==> src/rtl/capture_timer_bank_if.sv <==
// Read port of the capture timer bank: request/select toward the bank, registered response back.
interface capture_timer_bank_if #(
    parameter int SEL_W = 4,
    parameter int CNT_W = 16
);
    logic             rd_req;
    logic [SEL_W-1:0] rd_sel;
    logic             rd_valid;
    logic [CNT_W-1:0] rd_data;
    logic             rd_ovf;
    logic             rd_done;
    logic             rd_err;

    modport master (
        output rd_req, rd_sel,
        input  rd_valid, rd_data, rd_ovf, rd_done, rd_err
    );

    modport slave (
        input  rd_req, rd_sel,
        output rd_valid, rd_data, rd_ovf, rd_done, rd_err
    );
endinterface

==> src/rtl/capture_timer_bank.sv <==
// Per-channel start/capture interval timers with a registered single-request read port.
// Optional interrupt pulse on DONE entry, enabled by defining CAPTURE_TIMER_BANK_IRQ_EN.
module capture_timer_bank #(
    parameter int NB_CAPTURES = 10,
    parameter int CNT_W       = 16,
    parameter int SEL_W       = 4
) (
    input  logic                   clk_i,
    input  logic                   rst_an_i,
    input  logic                   rst_i,
    input  logic [NB_CAPTURES-1:0] start_pulse_i,
    input  logic [NB_CAPTURES-1:0] capture_pulse_i,
    input  logic [NB_CAPTURES-1:0] rst_capture_pulse_i,
    output logic [NB_CAPTURES-1:0] busy_o,
    output logic [NB_CAPTURES-1:0] done_o,
    capture_timer_bank_if.slave    rd_if,
    output logic                   irq_o
);
    localparam logic [1:0]       ST_IDLE = 2'd0;
    localparam logic [1:0]       ST_RUN  = 2'd1;
    localparam logic [1:0]       ST_DONE = 2'd2;
    localparam logic [CNT_W-1:0] CNT_MAX = {CNT_W{1'b1}};
    localparam logic [CNT_W-1:0] CNT_ONE = {{(CNT_W-1){1'b0}}, 1'b1};
    localparam logic [SEL_W:0]   NB_LIM  = (SEL_W+1)'(NB_CAPTURES);

    function automatic logic [CNT_W-1:0] sat_inc(input logic [CNT_W-1:0] v);
        return (v == CNT_MAX) ? CNT_MAX : (v + CNT_ONE);
    endfunction

    logic [1:0]       state_q [NB_CAPTURES];
    logic [1:0]       state_d [NB_CAPTURES];
    logic [CNT_W-1:0] cnt_q   [NB_CAPTURES];
    logic [CNT_W-1:0] cnt_d   [NB_CAPTURES];
    logic [CNT_W-1:0] cap_q   [NB_CAPTURES];
    logic [CNT_W-1:0] cap_d   [NB_CAPTURES];
    logic [NB_CAPTURES-1:0] ovf_q, ovf_d;
    logic [NB_CAPTURES-1:0] busy_q, busy_d, done_q, done_d;

    logic             rd_valid_q, rd_ovf_q, rd_done_q, rd_err_q;
    logic [CNT_W-1:0] rd_data_q;
    logic [CNT_W-1:0] rd_cap_s;
    logic             rd_ovf_s, rd_done_s, rd_in_range_s;

    // Channel next-state: rst_capture beats capture beats start.
    always_comb begin
        for (int i = 0; i < NB_CAPTURES; i++) begin
            state_d[i] = state_q[i];
            cnt_d[i]   = cnt_q[i];
            cap_d[i]   = cap_q[i];
            ovf_d[i]   = ovf_q[i];
            if (rst_capture_pulse_i[i]) begin
                state_d[i] = ST_IDLE;
                cnt_d[i]   = '0;
                cap_d[i]   = '0;
                ovf_d[i]   = 1'b0;
            end else begin
                case (state_q[i])
                    ST_IDLE: begin
                        if (start_pulse_i[i]) begin
                            state_d[i] = ST_RUN;
                            cnt_d[i]   = '0;
                            ovf_d[i]   = 1'b0;
                        end else begin
                            state_d[i] = ST_IDLE;
                        end
                    end
                    ST_RUN: begin
                        cnt_d[i] = sat_inc(cnt_q[i]);
                        // An increment that would wrap marks the channel as overflowed.
                        if (cnt_q[i] == CNT_MAX) begin
                            ovf_d[i] = 1'b1;
                        end else begin
                            ovf_d[i] = ovf_q[i];
                        end
                        if (capture_pulse_i[i]) begin
                            cap_d[i]   = sat_inc(cnt_q[i]);
                            state_d[i] = ST_DONE;
                        end else begin
                            state_d[i] = ST_RUN;
                        end
                    end
                    ST_DONE: begin
                        state_d[i] = ST_DONE;
                    end
                    default: begin
                        state_d[i] = ST_IDLE;
                        cnt_d[i]   = '0;
                        cap_d[i]   = '0;
                        ovf_d[i]   = 1'b0;
                    end
                endcase
            end
            busy_d[i] = (state_d[i] == ST_RUN);
            done_d[i] = (state_d[i] == ST_DONE);
        end
    end

    // Channel state registers with async and synchronous clear.
    always_ff @(posedge clk_i or negedge rst_an_i) begin
        if (!rst_an_i) begin
            for (int i = 0; i < NB_CAPTURES; i++) begin
                state_q[i] <= ST_IDLE;
                cnt_q[i]   <= '0;
                cap_q[i]   <= '0;
            end
            ovf_q  <= '0;
            busy_q <= '0;
            done_q <= '0;
        end else if (rst_i) begin
            for (int i = 0; i < NB_CAPTURES; i++) begin
                state_q[i] <= ST_IDLE;
                cnt_q[i]   <= '0;
                cap_q[i]   <= '0;
            end
            ovf_q  <= '0;
            busy_q <= '0;
            done_q <= '0;
        end else begin
            for (int i = 0; i < NB_CAPTURES; i++) begin
                state_q[i] <= state_d[i];
                cnt_q[i]   <= cnt_d[i];
                cap_q[i]   <= cap_d[i];
            end
            ovf_q  <= ovf_d;
            busy_q <= busy_d;
            done_q <= done_d;
        end
    end

    // Read select mux, built as an AND-OR so an out-of-range index selects nothing.
    always_comb begin
        rd_cap_s  = '0;
        rd_ovf_s  = 1'b0;
        rd_done_s = 1'b0;
        for (int i = 0; i < NB_CAPTURES; i++) begin
            rd_cap_s  = rd_cap_s  | ({CNT_W{rd_if.rd_sel == SEL_W'(i)}} & cap_q[i]);
            rd_ovf_s  = rd_ovf_s  | ((rd_if.rd_sel == SEL_W'(i)) & ovf_q[i]);
            rd_done_s = rd_done_s | ((rd_if.rd_sel == SEL_W'(i)) & done_q[i]);
        end
        rd_in_range_s = ({1'b0, rd_if.rd_sel} < NB_LIM);
    end

    // Registered read response; data holds between requests.
    always_ff @(posedge clk_i or negedge rst_an_i) begin
        if (!rst_an_i) begin
            rd_valid_q <= 1'b0;
            rd_data_q  <= '0;
            rd_ovf_q   <= 1'b0;
            rd_done_q  <= 1'b0;
            rd_err_q   <= 1'b0;
        end else if (rst_i) begin
            rd_valid_q <= 1'b0;
            rd_data_q  <= '0;
            rd_ovf_q   <= 1'b0;
            rd_done_q  <= 1'b0;
            rd_err_q   <= 1'b0;
        end else if (rd_if.rd_req) begin
            rd_valid_q <= 1'b1;
            rd_data_q  <= rd_in_range_s ? rd_cap_s : '0;
            rd_ovf_q   <= rd_in_range_s & rd_ovf_s;
            rd_done_q  <= rd_in_range_s & rd_done_s;
            rd_err_q   <= ~rd_in_range_s;
        end else begin
            rd_valid_q <= 1'b0;
        end
    end

    assign busy_o         = busy_q;
    assign done_o         = done_q;
    assign rd_if.rd_valid = rd_valid_q;
    assign rd_if.rd_data  = rd_data_q;
    assign rd_if.rd_ovf   = rd_ovf_q;
    assign rd_if.rd_done  = rd_done_q;
    assign rd_if.rd_err   = rd_err_q;

`ifdef CAPTURE_TIMER_BANK_IRQ_EN
    logic irq_q;

    // One pulse per cycle in which at least one channel newly enters DONE.
    always_ff @(posedge clk_i or negedge rst_an_i) begin
        if (!rst_an_i) begin
            irq_q <= 1'b0;
        end else if (rst_i) begin
            irq_q <= 1'b0;
        end else begin
            irq_q <= |(done_d & ~done_q);
        end
    end

    assign irq_o = irq_q;
`else
    assign irq_o = 1'b0;
`endif
endmodule

==> src/flat_wrapper.sv <==
// flat-port wrapper written by rule: the top's interface ports become plain ports
module capture_timer_bank_flat 
#(
    parameter int NB_CAPTURES = 10,
    parameter int CNT_W       = 16,
    parameter int SEL_W       = 4
)
  (clk_i, rst_an_i, rst_i, start_pulse_i, capture_pulse_i, rst_capture_pulse_i, busy_o, done_o, irq_o, rd_if_rd_req, rd_if_rd_sel, rd_if_rd_valid, rd_if_rd_data, rd_if_rd_ovf, rd_if_rd_done, rd_if_rd_err);
  capture_timer_bank_if #(.SEL_W(SEL_W), .CNT_W(CNT_W)) rd_if_i ();
  input  logic clk_i;
  input  logic rst_an_i;
  input  logic rst_i;
  input  logic [NB_CAPTURES-1:0] start_pulse_i;
  input  logic [NB_CAPTURES-1:0] capture_pulse_i;
  input  logic [NB_CAPTURES-1:0] rst_capture_pulse_i;
  output logic [NB_CAPTURES-1:0] busy_o;
  output logic [NB_CAPTURES-1:0] done_o;
  output logic irq_o;
  input wire logic [$bits(rd_if_i.rd_req)-1:0] rd_if_rd_req;
  input wire logic [$bits(rd_if_i.rd_sel)-1:0] rd_if_rd_sel;
  output wire logic [$bits(rd_if_i.rd_valid)-1:0] rd_if_rd_valid;
  output wire logic [$bits(rd_if_i.rd_data)-1:0] rd_if_rd_data;
  output wire logic [$bits(rd_if_i.rd_ovf)-1:0] rd_if_rd_ovf;
  output wire logic [$bits(rd_if_i.rd_done)-1:0] rd_if_rd_done;
  output wire logic [$bits(rd_if_i.rd_err)-1:0] rd_if_rd_err;
  assign rd_if_i.rd_req = rd_if_rd_req;
  assign rd_if_i.rd_sel = rd_if_rd_sel;
  assign rd_if_rd_valid = rd_if_i.rd_valid;
  assign rd_if_rd_data = rd_if_i.rd_data;
  assign rd_if_rd_ovf = rd_if_i.rd_ovf;
  assign rd_if_rd_done = rd_if_i.rd_done;
  assign rd_if_rd_err = rd_if_i.rd_err;
  capture_timer_bank #(.NB_CAPTURES(NB_CAPTURES), .CNT_W(CNT_W), .SEL_W(SEL_W)) u_core (.clk_i(clk_i), .rst_an_i(rst_an_i), .rst_i(rst_i), .start_pulse_i(start_pulse_i), .capture_pulse_i(capture_pulse_i), .rst_capture_pulse_i(rst_capture_pulse_i), .busy_o(busy_o), .done_o(done_o), .rd_if(rd_if_i), .irq_o(irq_o));
endmodule
==> config.mk <==
export PLATFORM = sky130hd
export DESIGN_NAME = capture_timer_bank_flat
export DESIGN_NICKNAME = d
export VERILOG_FILES = /design/src/rtl/capture_timer_bank_if.sv /design/src/rtl/capture_timer_bank.sv /design/src/flat_wrapper.sv
export SDC_FILE = /design/constraint.sdc
export NUM_CORES = 1
export LEC_CHECK = 0
export CAP_MARGIN = 20
export CELL_PAD_IN_SITES_DETAIL_PLACEMENT = 0
export CELL_PAD_IN_SITES_GLOBAL_PLACEMENT = 2
export CORE_MARGIN = 2
export CORE_UTILIZATION = 30
export CTS_CLUSTER_DIAMETER = 200
export CTS_CLUSTER_SIZE = 40
export DETAILED_ROUTE_END_ITERATION = 8
export GPL_TIMING_DRIVEN = 1
export PLACE_DENSITY_LB_ADDON = 0.1
export SLEW_MARGIN = 30
export SYNTH_ARGS = -nofsm -noshare
export SYNTH_HDL_FRONTEND = slang
export SYNTH_SLANG_ARGS = --single-unit
==> constraint.sdc <==
create_clock -name clk_i -period 2.9 [get_ports clk_i]
set_input_delay 0.58 -clock clk_i [delete_from_list [all_inputs] [get_ports clk_i]]
set_output_delay 0.58 -clock clk_i [all_outputs]
set_load 0.1 [all_outputs]
After elaboration in Yosys (flattened, before gate mapping)
Cells that the tools add are included.

operators by class
  $add $sub $neg = 10
  magnitude comparators = 1
  eq/ne operators = 109
  muxes and demuxes = 167
  bitwise operators = 60
  reduce and logical (&&, ||, !) cells = 52

operator list
  cell                                                    number
  two-way mux 16 bit                                      53
  one-hot mux 16 bit (3 select lines)                     10
  two-way mux 160 bit                                     2
  one-hot mux 16 bit (2 select lines)                     10
  adder 16 x 1 -> 16 bit (second input constant)          10
  AND 16 bit                                              10
  == test 16 bit (second input constant)                  10
  bitwise OR 16 bit                                       9
  inequality test 4 bit (second input constant)           20
  one-hot mux 2 bit (3 select lines)                      10
  two-way mux 1 bit                                       48
  == test 2 x 1 -> 1 bit (second input constant)          20
  == test 2 bit (second input constant)                   20
  two-way mux 2 bit                                       20
  inequality test 4 x 3 -> 1 bit (second input constant)  10
  AND reduction 2 bit                                     20
  two-way mux 10 bit                                      3
  inequality test 3 x 1 -> 1 bit (second input constant)  10
  inequality test 3 bit (second input constant)           10
  one-hot mux 1 bit (3 select lines)                      10
  AND reduction 3 bit                                     10
  AND 1 bit                                               22
  logical NOT 2 bit                                       10
  two-way mux 20 bit                                      1
  other kinds (10)                                        41

storage, ports and cells
  bits in registers = 390
  output and inout bits = 41
  logic and storage cells = 446

Logic depth before layout (Yosys ltp)
Gate-level depths: netlist of run 1.

  depth after elaboration = 14
  gate-level depth with buffers = 8

Least setup slack after synthesis of run 1
No wires, ideal clock.

  path kind = input -> register
  start point = input rst_capture_pulse_i[9]
  end point = register u_core.cnt_q[7] (netlist bit)
  setup time = 0.104 ns
  arrival time = 2.155 ns
  path slack = 0.641 ns
  stages on the path = 7
  cells stage by stage = or2_1 > buf_2 > or3b_1 > buf_2 > or4_4 > buf_6 > o311ai_1

on the way
  word-level cells in the longest chain between the ends = 2
  elaborated cells on any way between the ends = 5
  those cells by class = eq/ne: 2; mux: 2; reduce/logical: 1

ends and longest elaborated chain
  what                                                                         line                       source
  from (decl)                                                                  flat_wrapper.sv:15         input logic [NB_CAPTURES-1:0] rst_capture_pulse_i;
  inequality test 4 bit (no line) (tied with other cells)                      n/a
  AND reduction 2 bit (no line) / two-way mux 160 bit (equally long branches)  n/a
  to (signal, indexed assignment)                                              capture_timer_bank.sv:121  cnt_q[i] <= cnt_d[i];
  to (decl)                                                                    capture_timer_bank.sv:32   logic [CNT_W-1:0] cnt_q [NB_CAPTURES];

Several ways; a longest one is shown, not always the timed one.
A chain may end at the register's enable or synchronous reset.

Final worst setup path of run 1
  start point = register u_core.cnt_q[48] (netlist bit)
  end point = register u_core.cap_q[62] (netlist bit)

on the way
  word-level cells in the longest chain between the ends = 6
  elaborated cells on any way between the ends = 7
  those cells by class = add/sub: 1; eq/ne: 1; mux: 5

ends and longest elaborated chain
  what                                                             line                       source
  adder 16 x 1 -> 16 bit / == test 16 bit (equally long branches)  capture_timer_bank.sv:27   return (v == CNT_MAX) ? CNT_MAX : (v + CNT_ONE);
  two-way mux 16 bit *                                             capture_timer_bank.sv:27
  two-way mux 16 bit *                                             capture_timer_bank.sv:75   if (capture_pulse_i[i]) begin
  one-hot mux 16 bit (2 select lines) *                            capture_timer_bank.sv:57   case (state_q[i])
  two-way mux 16 bit *                                             capture_timer_bank.sv:51   if (rst_capture_pulse_i[i]) begin
  two-way mux 160 bit *                                            capture_timer_bank.sv:109  end else if (rst_i) begin
  to (signal, indexed assignment)                                  capture_timer_bank.sv:122  cap_q[i] <= cap_d[i];
  to (decl)                                                        capture_timer_bank.sv:34   logic [CNT_W-1:0] cap_q [NB_CAPTURES];

Mark *: on every way between the ends. The rest lies on a longest branch, timed or not. The select of a mux whose other input is x is not followed.

==> run metrics, run 1 <==
Hold Crit Class=reg2reg; share of layout cells above drive strength 1=9.01%; mapped cell area=0.0210 sq mm; Pleak=between 10 and 15 nW; startpoint types=register; Area Growth Syn to Fin=11.9%; Power Dens Cells=380 mW/mm^2; reg2reg start=u_core.cnt_q[48]; clk buf depth=3; Power Total=8.94 mW; number of synthesized flops with an enable pin=0; clk_lat worst skew=0.57 ns; Fmax=392 MHz; sequential fraction of the synthesis area=46.5%; r2r setup slk=~0.35 ns; CTS clock-pin slew for the worst setup and hold paths=0.17 ns; layout net count=2,492; DRT Wirelength=74.7 mm; crit path buf inv count=0; gr usage total=about a fifth; first-pass GRT wire length=115 mm; Starting DRT DRC Count=1,477; CTS tree=yes; final setup fails=0; Resize count post-CTS=0; Synth cell types=73; worst-path fanout max=7; vias in the first global route=17,700; hold path cells=2; final setup margin=0.346 ns; largest delay contributor family on the critical path=simple AND/OR/NAND/NOR gates; worst r2r dst=u_core.cap_q[62]; synth warn=0; Syn Area/Cell=8.77 sq um; predominant post-synthesis flop cell=dfrtp_1; max-cap viol count=0; DIE HEIGHT=269 microns; Initial Util=30.2%; Fin. Hold Viols=0; Initial DRT Pass Iterations=5; hold endpoint=u_core.cap_q[118]; fin crit period=approximately 2.6 ns; DRC errors left=0; outcome=finished, final reports clean; vias per cell=5.46; antenna viol nets, final=0; critical path's slowest cell=or4_1; Setup Crit Path Kind=reg2reg; hold_sp=u_core.cap_q[118]; CP required=3.38 ns; Placer Congestion=slightly above 0.9; WL per Instance=22.1 microns; CP cell instances=ha_1 -> nand3_1 -> or4_1 -> nor2_1 -> mux2_2 -> a22o_1; CTS H-tree lvls=1; final period utilization=88.1%; via count=about 18,000; DIE AREA=0.0722 sq mm; Die X=269 microns; Final HPWL DP=about 56 mm; Num CTS Buffers=13; Min Hold Slack=0.491 ns; largest net degree at the start of global routing=63; Congestion Overflow GR=0; clk root buf=clkbuf_16; worst slew pin tran=0.781 ns; Cells after Synth=2,395; asr flop ratio synth=between 90% and 100%; CTS Sinks=390; Setup TNS Final=0 ns; crit path DAT=3.03 ns; io pins=79; row count=97; max_slew headroom=47.9%; FILL cells=7,338; initial antenna violation count=2; pre-CTS WS=0.155 ns; Slew Viols, Final=0; IO Port Bufs=slightly below 80; Worst IR Drop VDD=0.338 mV; core region area=0.0697 sq mm; FF-to-FF path depth=6; Setup crit end kind=register; syn nets=2,443; Final Skew=between 0.02 and 0.03 ns; unrepaired setup endpoints after global routing=no; Max stage delay on crit path=0.71 ns; FF+latch count, synth=390
-- cells by family (layout without fill, tap and decap cells) --
kind of cell / after synthesis / in the layout / synth area share, %
XOR/XNOR: 62 / 62 / 2.59
multiplexers: 77 / 77 / 4.05
buffers and inverters: 202 / 250 / 3.81
AO/OA/AOI/OAI: 746 / 746 / 21.3
adder cells (fa/ha/maj): 10 / 10 / 0.596
AND/OR/NAND/NOR: 907 / 907 / 21.2
other: 1 / 2 / 0.0179
flip-flops: 390 / 390 / 46.5
-- worst max-delay path by stage --
stage                                 startpoint                 endpoint  slack [ns]  depth (start not counted)
after floorplan           rst_capture_pulse_i[9]          u_core.cnt_q[7]        0.64                          7
after global placement           rd_if_rd_sel[3]  u_core.rd_if.rd_data[6]        0.18                          7
after detailed placement         rd_if_rd_sel[3]  u_core.rd_if.rd_data[6]        0.16                          7
after CTS                       u_core.cnt_q[48]         u_core.cap_q[62]        0.38                          6
after global routing           u_core.cnt_q[112]        u_core.cap_q[115]        0.21                          7
final                           u_core.cnt_q[48]         u_core.cap_q[62]        0.35                          6
-- power breakdown --
| group | internal, mW | total, mW | switching, mW |
|---|---|---|---|
| combinational | 0.227 | 0.788 | 0.561 |
| clock | 0.835 | 2.64 | 1.81 |
| sequential | 5.47 | 5.51 | 0.0385 |
-- registers in the layout, summed over array words and instances (netlist names) --
register,flops
u_core.cnt_q,160
u_core.rd_if.rd_ovf,1
u_core.rd_if.rd_err,1
u_core.rd_if.rd_valid,1
u_core.done_o,10
u_core.rd_if.rd_done,1
u_core.cap_q,160
u_core.ovf_q,10
u_core.state_q,20
u_core.rd_if.rd_data,16
u_core.busy_o,10
-- cell usage after synthesis, types with 36 or more instances --
cell	n	area, sq um
nand4_1	46	288
a21oi_1	147	736
nor3_1	80	400
o21ai_0	340	1700
nor2_1	152	571
nand2_1	323	1210
nand3_1	68	340
nor2b_1	36	225
inv_1	50	188
mux2i_1	49	490
clkbuf_1	121	454
dfrtp_1	390	9760
xnor2_1	38	333
a22o_1	61	534
-- worst reg2reg max path, stage by stage, from the launching register on --
cell and delay [ns]:
dfrtp_1 0.50, ha_1 0.29, nand3_1 0.20, or4_1 0.71, nor2_1 0.19, mux2_2 0.39, a22o_1 0.19
-- routing by layer --
metal	track usage [%]	vias to the layer above	part of all wire, %
met3	1.68	44	3.9
met5	0	-	0.029
met4	3.26	4	1.3
li1	-	8757	-
met2	30.7	398	43
met1	32.6	9277	52
-- repair_timing --
action	4_1_cts	5_1_grt
endpoints found under the hold margin	4	0
setup buffers	0	0
hold buffers	1	0
-- cell type report --
cell class	instances	area (sq um)	share of cell area [%]
clock buffers	13	325	1.38
multi-input cells	1803	10500	44.5
flip-flops and latches	390	9760	41.5
clock inverters	1	11.3	0.0479
repair buffers	186	1580	6.71
diodes	1	2.50	0.0106
inverters	50	188	0.798
well taps	940	1180	5.00
-- stage by stage --
stage / cell area, sq um / std cells / util, %
floorplan: 21000 / 2395 / -
finish: 23500 / 3384 / 33.7
global route: 23500 / 3383 / 33.7
CTS: 23500 / 3383 / 33.7
detailed placement: 23200 / 3368 / 33.2
global placement: 23200 / 3368 / 33.2
-- layout by cell type (no fill, tap or decap), types with 28 or more instances in the layout --
master	count
a21oi_1	147
a22o_1	61
a31oi_1	35
and2_1	29
and3_1	33
buf_4	140
clkdlybuf4s50_1	32
dfrtp_1	390
inv_1	50
mux2i_1	49
nand2_1	323
nand3_1	68
nand4_1	46
nor2_1	151
nor2b_1	36
nor3_1	80
nor4_1	28
o21ai_0	340
xnor2_1	38
Power figures use the tool's default switching activity.
==> run 2, diff against run 1 <==
--- a/config.mk
+++ b/config.mk
@@ -14,8 +14,9 @@
 export CTS_CLUSTER_SIZE = 40
 export DETAILED_ROUTE_END_ITERATION = 8
 export GPL_TIMING_DRIVEN = 1
-export PLACE_DENSITY_LB_ADDON = 0.1
+export PLACE_DENSITY_LB_ADDON = 0.12
 export SLEW_MARGIN = 30
 export SYNTH_ARGS = -nofsm -noshare
 export SYNTH_HDL_FRONTEND = slang
 export SYNTH_SLANG_ARGS = --single-unit
+export TNS_END_PERCENT = 1
==> run 2 against run 1 <==
  * Non-clock buffer count is 12 lower
  * Sequential power about the same
  * Clock skew about the same
  * Clock power hardly changed
  * Wire length down 0.55%
  * Critical path depth decreased by 1
  * Cell count is 0.38% lower
==> run metrics, run 2 (synthesized netlist as in run 1, its figures left out) <==
FF-to-FF path depth=5 (-1); row count=97 (unchanged); n_diodes=0 (-1); commonest non-fill, non-tap cells in the layout=dfrtp_1 (390), o21ai_0 (340), nand2_1 (323), nor2_1 (151), a21oi_1 (147); r2r setup slk=0.45 ns (+0.10 ns); WL per Instance=22.0 microns (-0.16%); final core utilization=33.6% (-0.097 points); largest net degree at the start of global routing=59 (-6.3%); Max stage delay on crit path=0.70 ns (about the same); Fmax=408 MHz (+4.1%); Worst IR Drop VDD=0.345 mV (+2.0%); Regs by FF count=u_core.cap_q: 160 flops, u_core.cnt_q: 160 flops, u_core.state_q: 20 flops; CP Launch Point=u_core.cnt_q[120]; commonest non-fill, non-tap cell in the layout=dfrtp_1; vias in the first global route=17,300 (-2.4%); Initial DRT Pass Iterations=6 (+1); CTS H-tree lvls=1 (unchanged); worst r2r dst=u_core.cap_q[126]; unrepaired setup endpoints after global routing=no; IO Port Bufs=77 (unchanged); share of layout cells above drive strength 1=8.56% (-0.45 points); DP Area=0.0231 sq mm (-0.28%); Final Skew=0.0265 ns (+0.000116 ns); Die X=269 microns (unchanged); final setup margin=0.446 ns (+0.101 ns); hold path cells=2 (unchanged); DRC errors left=0 (unchanged); DIE AREA=0.0722 sq mm (unchanged); Slew Viols, Final=0 (unchanged); CP required=3.33 ns (-0.05 ns); hold endpoint=u_core.state_q[7]; Pleak=10.1 nW (-0.50%); final setup fails=0 (unchanged); vias per cell=5.42 (-0.76%); DRT Wirelength=74.3 mm (-0.55%); crit path DAT=2.89 ns (-0.14 ns); worst-path fanout max=8 (+1); Fin. Hold Viols=0 (unchanged); fin area=0.0234 sq mm (-0.29%); critical path's slowest cell=or4_1; Power Dens Cells=381 mW/mm^2 (+0.17%); gr usage total=20.5% (-0.069 points); startpoint types=register; via count=18,300 (-1.1%); reg2reg start=u_core.cnt_q[120]; Num CTS Buffers=13 (unchanged); fin crit period=2.45 ns (-0.101 ns); CTS Sinks=390 (unchanged); Initial Util=30.2% (unchanged); clk buf depth=3 (unchanged); Area Growth Syn to Fin=11.6%; CTS clock-pin slew for the worst setup and hold paths=0.17 ns (about the same); io pins=79 (unchanged); Min Hold Slack=0.417 ns (-0.0740 ns); Placer Congestion=0.819 (-12%); Setup Crit Path Kind=reg2reg; max_slew headroom=38.6% (-9.3 points); outcome=finished, final reports clean; layout net count=2,480 (-0.48%); clk_lat worst skew=0.57 ns (about the same); DIE HEIGHT=269 microns (unchanged); final period utilization=84.6% (-3.5 points); antenna viol nets, final=0 (unchanged); Hold Crit Class=in2reg; Congestion Overflow GR=0 (unchanged); initial antenna violation count=2 (unchanged); max-cap viol count=0 (unchanged); clk root buf=clkbuf_16; Final HPWL DP=55.6 mm (-1.1%); Starting DRT DRC Count=1,576 (+6.7%); core region area=0.0697 sq mm (unchanged); CTS tree=yes; first-pass GRT wire length=113 mm (-1.3%); Setup TNS Final=0 ns (unchanged); hold_sp=rst_i; pre-CTS WS=0.315 ns (+0.160 ns); CP cell instances=nand4_1 -> or4_1 -> nor2_1 -> mux2i_1 -> o21ai_0; Setup crit end kind=register; worst slew pin tran=0.914 ns (+0.133 ns)
==> run 2: critical path, delay by kind of cell, from the launching register on <==
family	cells	cell delay [ns]
mux	1	0.45
simple gates	3	1.23
compound gates	1	0.13
flops	1	0.51
==> run 2: worst max path at each step <==
stage | slack (ns) | cells after the start | endpoint
after global routing | 0.30 | 6 | u_core.cap_q[48]
after CTS | 0.45 | 6 | u_core.cap_q[62]
after global placement | 0.38 | 7 | u_core.rd_if.rd_data[4]
final | 0.45 | 5 | u_core.cap_q[126]
after floorplan | 0.64 | 7 | u_core.cnt_q[7]
after detailed placement | 0.32 | 5 | u_core.cnt_q[7]
==> run 2: stage by stage <==
stage,total power [mW],cells
6_report,8.93,3371
5_1_grt,9.32,3371
4_1_cts,9.12,3371
3_5_place_dp,6.40,3356
3_3_place_gp,6.40,3356
2_1_floorplan,5.99,2395
==> run 2: timing repair <==
action	CTS	global route
endpoints found under the hold margin	45	0
setup buffers	0	0
hold buffers	1	0
gates resized for setup	0	0
==> run 2: layout make-up <==
class                   instances  area (sq um)
clock buffers                  13           325
clock inverters                 1          11.3
fillers                      7307         46200
inverters                      50           188
multi-input cells            1803         10500
flip-flops and latches        390          9760
well taps                     940          1180
repair buffers                174          1510
==> run 2: power by group <==
part           total, mW  internal [mW]  switching (mW)
clock network       2.64          0.835            1.81
logic              0.776          0.221           0.555
registers           5.51           5.47          0.0404
==> run 2: layer usage <==
metal	part of all wire [%]	wire (microns)	global-route usage, %
met4	2.0	1460	4.43
met5	0.024	18	0
met3	4.3	3210	2.38
met2	43	31600	30.0
met1	51	38000	32.1
==> run 3, diff against run 2 <==
==> constraint.sdc (replaced) <==
create_clock -name clk_i -period 2.52 [get_ports clk_i]
set_input_delay 0.504 -clock clk_i [delete_from_list [all_inputs] [get_ports clk_i]]
set_output_delay 0.504 -clock clk_i [all_outputs]
set_load 0.1 [all_outputs]
==> run 3 against run 2 <==
  * Setup slack got worse by 0.25 ns
  * Register-to-register slack got worse by 0.25 ns
  * Flip-flop and latch count did not move
  * Sequential share of layout area fell by 0.68 points
  * Final area rose by 1.6%
  * Worst hold slack got worse by 0.020 ns
  * Largest power group unchanged
==> run metrics, run 3 (synthesized netlist as in run 1, its figures left out) <==
outcome=finished, final reports clean; vias per cell=5.39 (-0.49%); Fmax=430 MHz (+5.6%); max_slew headroom=50.0% (+11 points); Final Skew=0.0272 ns (+0.000669 ns); Worst IR Drop VDD=0.420 mV (+22%); FF-to-FF path depth=6 (+1); Starting DRT DRC Count=1,530 (-2.9%); Initial Util=30.2% (unchanged); Power Dens Cells=434 mW/mm^2 (+14%); Num CTS Buffers=13 (unchanged); P_sw=2.81 mW (+17%); WL per Instance=21.7 microns (-1.6%); internal power=7.54 mW (+15%); via count=18,400 (+0.93%); clk root buf=clkbuf_16; worst-path fanout max=7 (-1); Area Growth Syn to Fin=13.4%; CTS H-tree lvls=1 (unchanged); clk buf depth=3 (unchanged); antenna viol nets, final=0 (unchanged); Regs by FF count=u_core.cap_q: 160 flops, u_core.cnt_q: 160 flops, u_core.state_q: 20 flops; CTS Sinks=390 (unchanged); Slew Viols, Final=0 (unchanged); Fin. Hold Viols=0 (unchanged); DIE HEIGHT=269 microns (unchanged); Clk network pwr share=29.8% (+0.2 points); first-pass GRT wire length=113 mm (+0.31%); CTS clock-pin slew for the worst setup and hold paths=0.17 ns (about the same); commonest non-fill, non-tap cells in the layout=dfrtp_1 (390), o21ai_0 (340), nand2_1 (323), buf_4 (171), nor2_1 (151); Min Hold Slack=0.396 ns (-0.0203 ns); Setup Crit Path Kind=reg2reg; final core utilization=34.2% (+0.55 points); r2r setup slk=0.20 ns (-0.25 ns); Power Total=10.3 mW (+16%); Final HPWL DP=55.8 mm (+0.32%); IO Port Bufs=77 (unchanged); fin cells=3,419 (+1.4%); commonest non-fill, non-tap cell in the layout=dfrtp_1; Initial DRT Pass Iterations=5 (-1); worst r2r dst=u_core.cap_q[51]; Setup crit end kind=register; fin crit period=2.32 ns (-0.131 ns); DIE AREA=0.0722 sq mm (unchanged); Setup TNS Final=0 ns (unchanged); Placer Congestion=0.822 (+0.29%); Die X=269 microns (unchanged); share of layout cells above drive strength 1=10.4% (+1.8 points); crit path DAT=2.85 ns (-0.04 ns); row count=97 (unchanged); largest net degree at the start of global routing=77 (+31%); unrepaired setup endpoints after global routing=no; Gate power share=8.9% (+0.2 points); DRC errors left=0 (unchanged); core region area=0.0697 sq mm (unchanged); io pins=79 (unchanged); CTS tree=yes; register share of total power=61.3% (-0.4 points); initial antenna violation count=3 (+1); worst slew pin tran=0.745 ns (-0.169 ns); placed cells=3,403 (+1.4%); reg2reg start=u_core.cnt_q[49]; clk_lat worst skew=0.57 ns (about the same); CP Launch Point=u_core.cnt_q[49]; switch share=27.2% (+0.26 points); final period utilization=92.2% (+7.6 points); vias in the first global route=17,500 (+1.1%); gr usage total=20.4% (-0.087 points); startpoint types=register; Hold Crit Class=in2async; CP required=3.05 ns (-0.28 ns); max-cap viol count=0 (unchanged); Congestion Overflow GR=0 (unchanged); layout net count=2,527 (+1.9%); final setup fails=0 (unchanged); DRT Wirelength=74.1 mm (-0.20%); Pleak=10.3 nW (+2.4%)
## run 3: cell count changes in the layout (fill, tap and decap cells not counted)
cell / delta
buf_12: +2
buf_4: +45
diode_2: +1
ha_1: -1
ha_2: +1
mux2i_1: -1
mux2i_2: +1
## run 3: repair_timing
action / 4_1_cts / 5_1_grt
gates resized for setup: 0 / 2
endpoints found under the hold margin: 27 / 0
hold buffers: 1 / 0
setup buffers: 0 / 0
setup endpoints to repair: 0 / 2
## run 3: through the flow
step,worst slack [ns],area (sq um)
floorplan,0.315,21000
global placement,0.0469,23500
detailed placement,0.0240,23500
CTS,0.213,23800
global route,0.0166,23800
finish,0.197,23800
## run 3: area by class of cell
cell class,instances,area [sq um]
inverters,50,188
clock buffers,13,325
well taps,940,1180
flip-flops and latches,390,9760
clock inverters,1,11.3
fillers,7264,45800
multi-input cells,1803,10500
diodes,1,2.50
repair buffers,221,1890
## run 3: routing by layer
layer / GRT usage, % / part of all wire (%) / vias up
li1: - / - / 8829
met1: 32.4 / 52 / 9224
met2: 30.5 / 43 / 345
met3: 1.75 / 3.5 / 38
met4: 2.84 / 0.97 / 4
met5: 0 / 0.024 / -
## run 3: power groups by stage
stage | logic (mW) | clock network, mW | registers (mW)
CTS | 0.937 | 3.23 | 6.34
floorplan | 0.355 | 0 | 6.53
detailed placement | 0.933 | 0 | 6.46
finish | 0.923 | 3.08 | 6.34
global route | 1.01 | 3.43 | 6.35
global placement | 0.932 | 0 | 6.46
## run 3: worst max-delay path by stage
stage,to
after floorplan,u_core.cap_q[62]
after global placement,u_core.rd_if.rd_data[4]
after detailed placement,u_core.rd_if.rd_data[4]
after CTS,u_core.cap_q[51]
after global routing,u_core.cap_q[113]
final,u_core.cap_q[51]
## run 3: critical path, cell delays in order (launching register included)
cell	delay, ns
dfrtp_1	0.45
ha_1	0.20
nand3_1	0.13
or4_1	0.67
nand2b_1	0.36
o21ai_0	0.27
a22o_1	0.20
